`config.mk`:
```
export PLATFORM = sky130hd
export DESIGN_NAME = fb_store_buffer
export DESIGN_NICKNAME = d
export VERILOG_FILES = /design/src/rtl/fb_store_buffer.sv
export SDC_FILE = /design/constraint.sdc
export NUM_CORES = 1
export LEC_CHECK = 0
export ABC_AREA = 1
export BUFFER_PORTS_ARGS = -buffer_cell sky130_fd_sc_hd__clkbuf_2
export CORE_UTILIZATION = 56
export DETAILED_ROUTE_END_ITERATION = 12
export PLACE_DENSITY = 0.89
export SLEW_MARGIN = 20
export SYNTH_ARGS = -nofsm -noshare
export SYNTH_HDL_FRONTEND = slang
export SYNTH_SLANG_ARGS = --single-unit
```
`constraint.sdc`:
```
create_clock -name clk -period 4.2 [get_ports clk]
set_clock_uncertainty 0.15 [all_clocks]
set_input_delay 0.63 -clock clk [delete_from_list [all_inputs] [get_ports clk]]
set_output_delay 0.63 -clock clk [all_outputs]
set_load 0.005 [all_outputs]
```
`src/rtl/fb_store_buffer.sv`:
```
// fb_store_buffer: captures word stores that hit the framebuffer window and
// queues them in a small FIFO, draining through a req/gnt handshake so that
// scanout arbitration only stalls the core when the queue is full.
module fb_store_buffer #(
  parameter logic [31:0] FB_BASE = 32'h0001_0000,
  parameter int          ADDR_W  = 14,
  parameter int          PIX_W   = 24,
  parameter int          DEPTH   = 4
) (
  input  logic                       clk,
  input  logic                       rst,
  input  logic                       MemWriteM,
  input  logic [31:0]                ALU_ResultM,
  input  logic [31:0]                WriteDataM,
  output logic                       StallM,
  output logic                       fb_req,
  input  logic                       fb_gnt,
  output logic [ADDR_W-1:0]          fb_addr,
  output logic [PIX_W-1:0]           fb_data,
  output logic [$clog2(DEPTH):0]     fb_pending,
  output logic                       fb_idle
);

  localparam int PTR_W = $clog2(DEPTH);
  localparam int CNT_W = PTR_W + 1;
  localparam logic [CNT_W-1:0] CNT_FULL = CNT_W'(DEPTH);
  localparam logic [CNT_W-1:0] CNT_ONE  = CNT_W'(1);

  logic [ADDR_W-1:0] addr_mem [DEPTH];
  logic [PIX_W-1:0]  data_mem [DEPTH];

  logic [PTR_W-1:0] wr_ptr;
  logic [PTR_W-1:0] rd_ptr;
  logic [CNT_W-1:0] count;

  logic hit;
  logic full;
  logic empty;
  logic push;
  logic pop;

  // Byte-lane bits and the pixel's upper store bits play no part here.
  logic unused_bits;
  assign unused_bits = ^{ALU_ResultM[1:0], WriteDataM[31:PIX_W]};

  // Window decode, stall and handshake qualification (Memory stage).
  assign hit   = MemWriteM && (ALU_ResultM[31:ADDR_W+2] == FB_BASE[31:ADDR_W+2]);
  assign full  = (count == CNT_FULL);
  assign empty = (count == '0);
  assign push  = hit && !full;
  assign pop   = !empty && fb_gnt;

  assign StallM = hit && full;

  // Queue control: pointers wrap naturally, count tracks occupancy.
  always_ff @(posedge clk or posedge rst) begin
    if (rst) begin
      wr_ptr <= '0;
      rd_ptr <= '0;
      count  <= '0;
    end else begin
      if (push) wr_ptr <= wr_ptr + PTR_W'(1);
      if (pop)  rd_ptr <= rd_ptr + PTR_W'(1);
      case ({push, pop})
        2'b10:   count <= count + CNT_ONE;
        2'b01:   count <= count - CNT_ONE;
        default: count <= count;
      endcase
    end
  end

  // Entry storage: data-only, never reset; occupancy decides what is valid.
  always_ff @(posedge clk) begin
    if (push) begin
      addr_mem[wr_ptr] <= ALU_ResultM[ADDR_W+1:2];
      data_mem[wr_ptr] <= WriteDataM[PIX_W-1:0];
    end
  end

  // Drain side: head entry presented from registered state, zeroed when idle.
  assign fb_req     = !empty;
  assign fb_addr    = empty ? '0 : addr_mem[rd_ptr];
  assign fb_data    = empty ? '0 : data_mem[rd_ptr];
  assign fb_pending = count;
  assign fb_idle    = empty;

endmodule

```
==> run summary <==
The maximum number of pins on one net before global-route repair came out at 77. The CTS tree is built. From left edge to right edge, the die measures 109.0 um.

The layout overhead on the synthesized area came out at 18.20%. The standard-cell row count is 38. For the final routed database, the setup TNS stands at 0 ns. The highest metal layer carrying signal wires in the routed design is met4.

The library cell used most frequently in the layout, excluding fill and tap cells, is sky130_fd_sc_hd__nor2_1. The clock slew seen by the registers of the worst setup and hold paths is 0.07 ns. The total nets after synthesis came out at 589. The post-synthesis area per instance is 12.44 um2. STA classifies the critical path endpoint as a primary output.

The highest clock rate is 298.0 MHz. In the synthesized netlist, the number of instances is 515. Input and output buffers added on the ports amount to 101.

The sequential share of the synthesized area is 73.96%. The worst hold path begins at WriteDataM[15]. The analysis attributes to cell leakage a power of 0.002780 uW. During synthesis, Yosys emitted a total of 0 warnings. Among all flip-flop cells after synthesis, the most frequent one is sky130_fd_sc_hd__edfxtp_1.

The number of pins with negative max-slew slack in the final report came out at 0. In the final routed layout, each cell accounts on average for 17.21 um. The synthesized netlist contains 26 unique library cells. The die covers 11880 um2. In this run the worst path has a maximum fanout of 44.

The summed instance area of the synthesized netlist is 6409 um2. The wire length after detailed routing is 13.20 mm. The data required time of the worst path came out at 3.42 ns.

The top-level I/O count is 112. The number of antenna violations at the first check in global routing is 0. STA classifies the critical path startpoint as a flop. In this run the remaining antenna-violating nets after routing total 0. Leaving out fill and tap cells, the most frequent cells in the layout are sky130_fd_sc_hd__nor2_1, sky130_fd_sc_hd__edfxtp_1, sky130_fd_sc_hd__clkbuf_2. The met3 wirelength from detailed routing is 898 um.

In this run the worst setup path begins at rd_ptr[0]. The total count of hold-check failures in the final report is 0. The power density over cell area came out at 641.0 nW/um2. The root buffer cell chosen for the clock tree is sky130_fd_sc_hd__clkbuf_16. The final net count came out at 688.

The initial utilization of the core area, before any placement, comes to 58.35%. The wire length on met1 came out at 4.971 mm. The run finished with clean final reports. The number of buffers added by the clock tree synthesis step is 17. The post-route clock period utilization is 79.89%. The register bit count reported by yosys came out at 159.

In this run the tightest slew margin relative to its limit is 41.47%. The height of the die came out at 109.0 um. The sink count of the clock tree is 159. The placed wire-length estimate is 7.057 mm. STA puts the critical path data arrival time at 2.58 ns. The first-pass GRT wire length is 20.29 mm. The critical path in this run is classified as reg2out.

The async set or reset register ratio after synthesis came out at 4.403%. The number of global-route vias before repair is 4361. The number of flops mapped to enable cells by yosys is 152. The share of cells above drive strength 1 came out at 23.44%. Setup violations remaining at the end of the flow were counted as 0.

The global-route usage over all layers is 23.87%. For this block, the initial DRC count from the detailed router was 276. The number of inserted diodes is 0. The placer congestion estimate came out at 0.7293.

The count of max-cap constraint violations came out at 0. The total chip power is 4855 uW. For this run the aggregate overflow at the end of global routing stands at 0. The buffer levels on the longest clock path came out at 2. The worst voltage drop across the vdd grid is 0.5358 mV. The actual slew at the worst max-slew pin is 0.8779 ns.

The via density per instance came out at 5.567. The via count of the routed design came out at 4270. The type of the tightest min-delay check is in2reg.

The worst path in the final design needs a cycle of 3.355 ns, including I/O delays and setup. The clock latency of the later-clocked register in the worst-skew pair is 0.41 ns. For this run, design rule violations remaining after detail routing come to 0. The floorplan core area is 10980 um2. Setup repair after global routing left no endpoint under its margin. The startpoint identified for the worst register-to-register timing path is fb_pending[0].

The level count of the clock H-tree came out at 4. The number of detailed-route iterations in the first pass is 4. The amount of wire on met2 after detailed routing came out at 7.212 mm.
-- layer usage --
metal | up-vias | global-route usage, %
met5 | - | 0
met4 | 0 | 11.87
met3 | 14 | 6.276
met2 | 185 | 43.44
met1 | 2067 | 25.40
li1 | 2004 | -
-- state kept, by name, indices dropped and copies added, names as in the netlist --
name / cells
data_mem: 96
fb_pending: 3
rd_ptr: 2
wr_ptr: 2
addr_mem: 56
-- worst paths after layout --
check / cells past startpoint / end / slack (ns)
max: 6 / fb_addr[7] / 0.84
min: 1 / data_mem[3][15] / 0.28
max reg2reg: 9 / fb_pending[2] / 1.69
min reg2reg: 2 / wr_ptr[1] / 0.41
max in group asynchronous: 3 / rd_ptr[0] / 3.14
min in group asynchronous: 3 / wr_ptr[1] / 0.53
-- cell type report --
| cell class | count | area, um2 |
|---|---|---|
| well taps | 140 | 175.2 |
| clock buffers | 18 | 429.2 |
| multi-input cells | 311 | 1454 |
| repair buffers | 109 | 568.0 |
| clock inverters | 14 | 145.1 |
| inverters | 16 | 62.56 |
| fillers | 723 | 3408 |
| flip-flops and latches | 159 | 4741 |
-- cells in the mapped netlist, types with 2 or more instances --
cell type                  number  area share, %
sky130_fd_sc_hd__xor2_1         2           0.27
sky130_fd_sc_hd__edfxtp_1     152             71
sky130_fd_sc_hd__nand2_1       11           0.64
sky130_fd_sc_hd__nand3_1        3           0.23
sky130_fd_sc_hd__o21ai_0       48            3.7
sky130_fd_sc_hd__xnor2_1        2           0.27
sky130_fd_sc_hd__ha_1           5           0.98
sky130_fd_sc_hd__o21ai_1       30            2.3
sky130_fd_sc_hd__buf_6          5           0.88
sky130_fd_sc_hd__buf_2          9           0.70
sky130_fd_sc_hd__inv_1         14           0.82
sky130_fd_sc_hd__nor2_1       166            9.7
sky130_fd_sc_hd__a21oi_1       39            3.0
sky130_fd_sc_hd__clkbuf_1       7           0.41
sky130_fd_sc_hd__buf_4          5           0.59
sky130_fd_sc_hd__dfrtp_1        7            2.7
-- power breakdown --
group / switching (uW) / internal (uW) / total [uW]
clock network: 646 / 840 / 1490
registers: 99.8 / 1760 / 1860
logic: 926 / 583 / 1510
-- logic make-up (layout without fill, tap and decap cells) --
group	count (synthesis)	in the layout	share of synthesized area, %
buffers and inverters	45	157	3.924
XOR/XNOR	4	4	0.5468
AO/OA/AOI/OAI	117	117	9.137
flip-flops	159	159	73.96
adder cells (fa/ha/maj)	6	6	1.289
AND/OR/NAND/NOR	184	184	11.15
-- worst max-delay path, cell delays in order, from the launching register on --
cell	delay [ns]
sky130_fd_sc_hd__dfrtp_2	0.93
sky130_fd_sc_hd__buf_4	0.49
sky130_fd_sc_hd__nor2_1	0.10
sky130_fd_sc_hd__nor2_1	0.13
sky130_fd_sc_hd__o21ai_0	0.12
sky130_fd_sc_hd__a21oi_1	0.21
sky130_fd_sc_hd__clkbuf_2	0.14
-- timing repair --
item                                   4_1_cts  5_1_grt
resized for setup                            0        0
hold buffers                                 1        0
setup buffers                                0        0
endpoints found under the hold margin        7        0
-- metrics by stage --
step	hold slack, ns	utilization, %	setup slack, ns	instance area (um2)	std cells
after floorplan	0.2834	-	0.8563	6409	515
after global placement	0.3666	63.65	1.439	6990	734
after detailed placement	0.3839	63.65	1.349	6990	734
after CTS	0.2628	68.97	0.8955	7575	767
after global routing	0.2588	68.97	0.6723	7575	767
final	0.2800	68.97	0.8447	7575	767
Power figures use the tool's default switching activity.
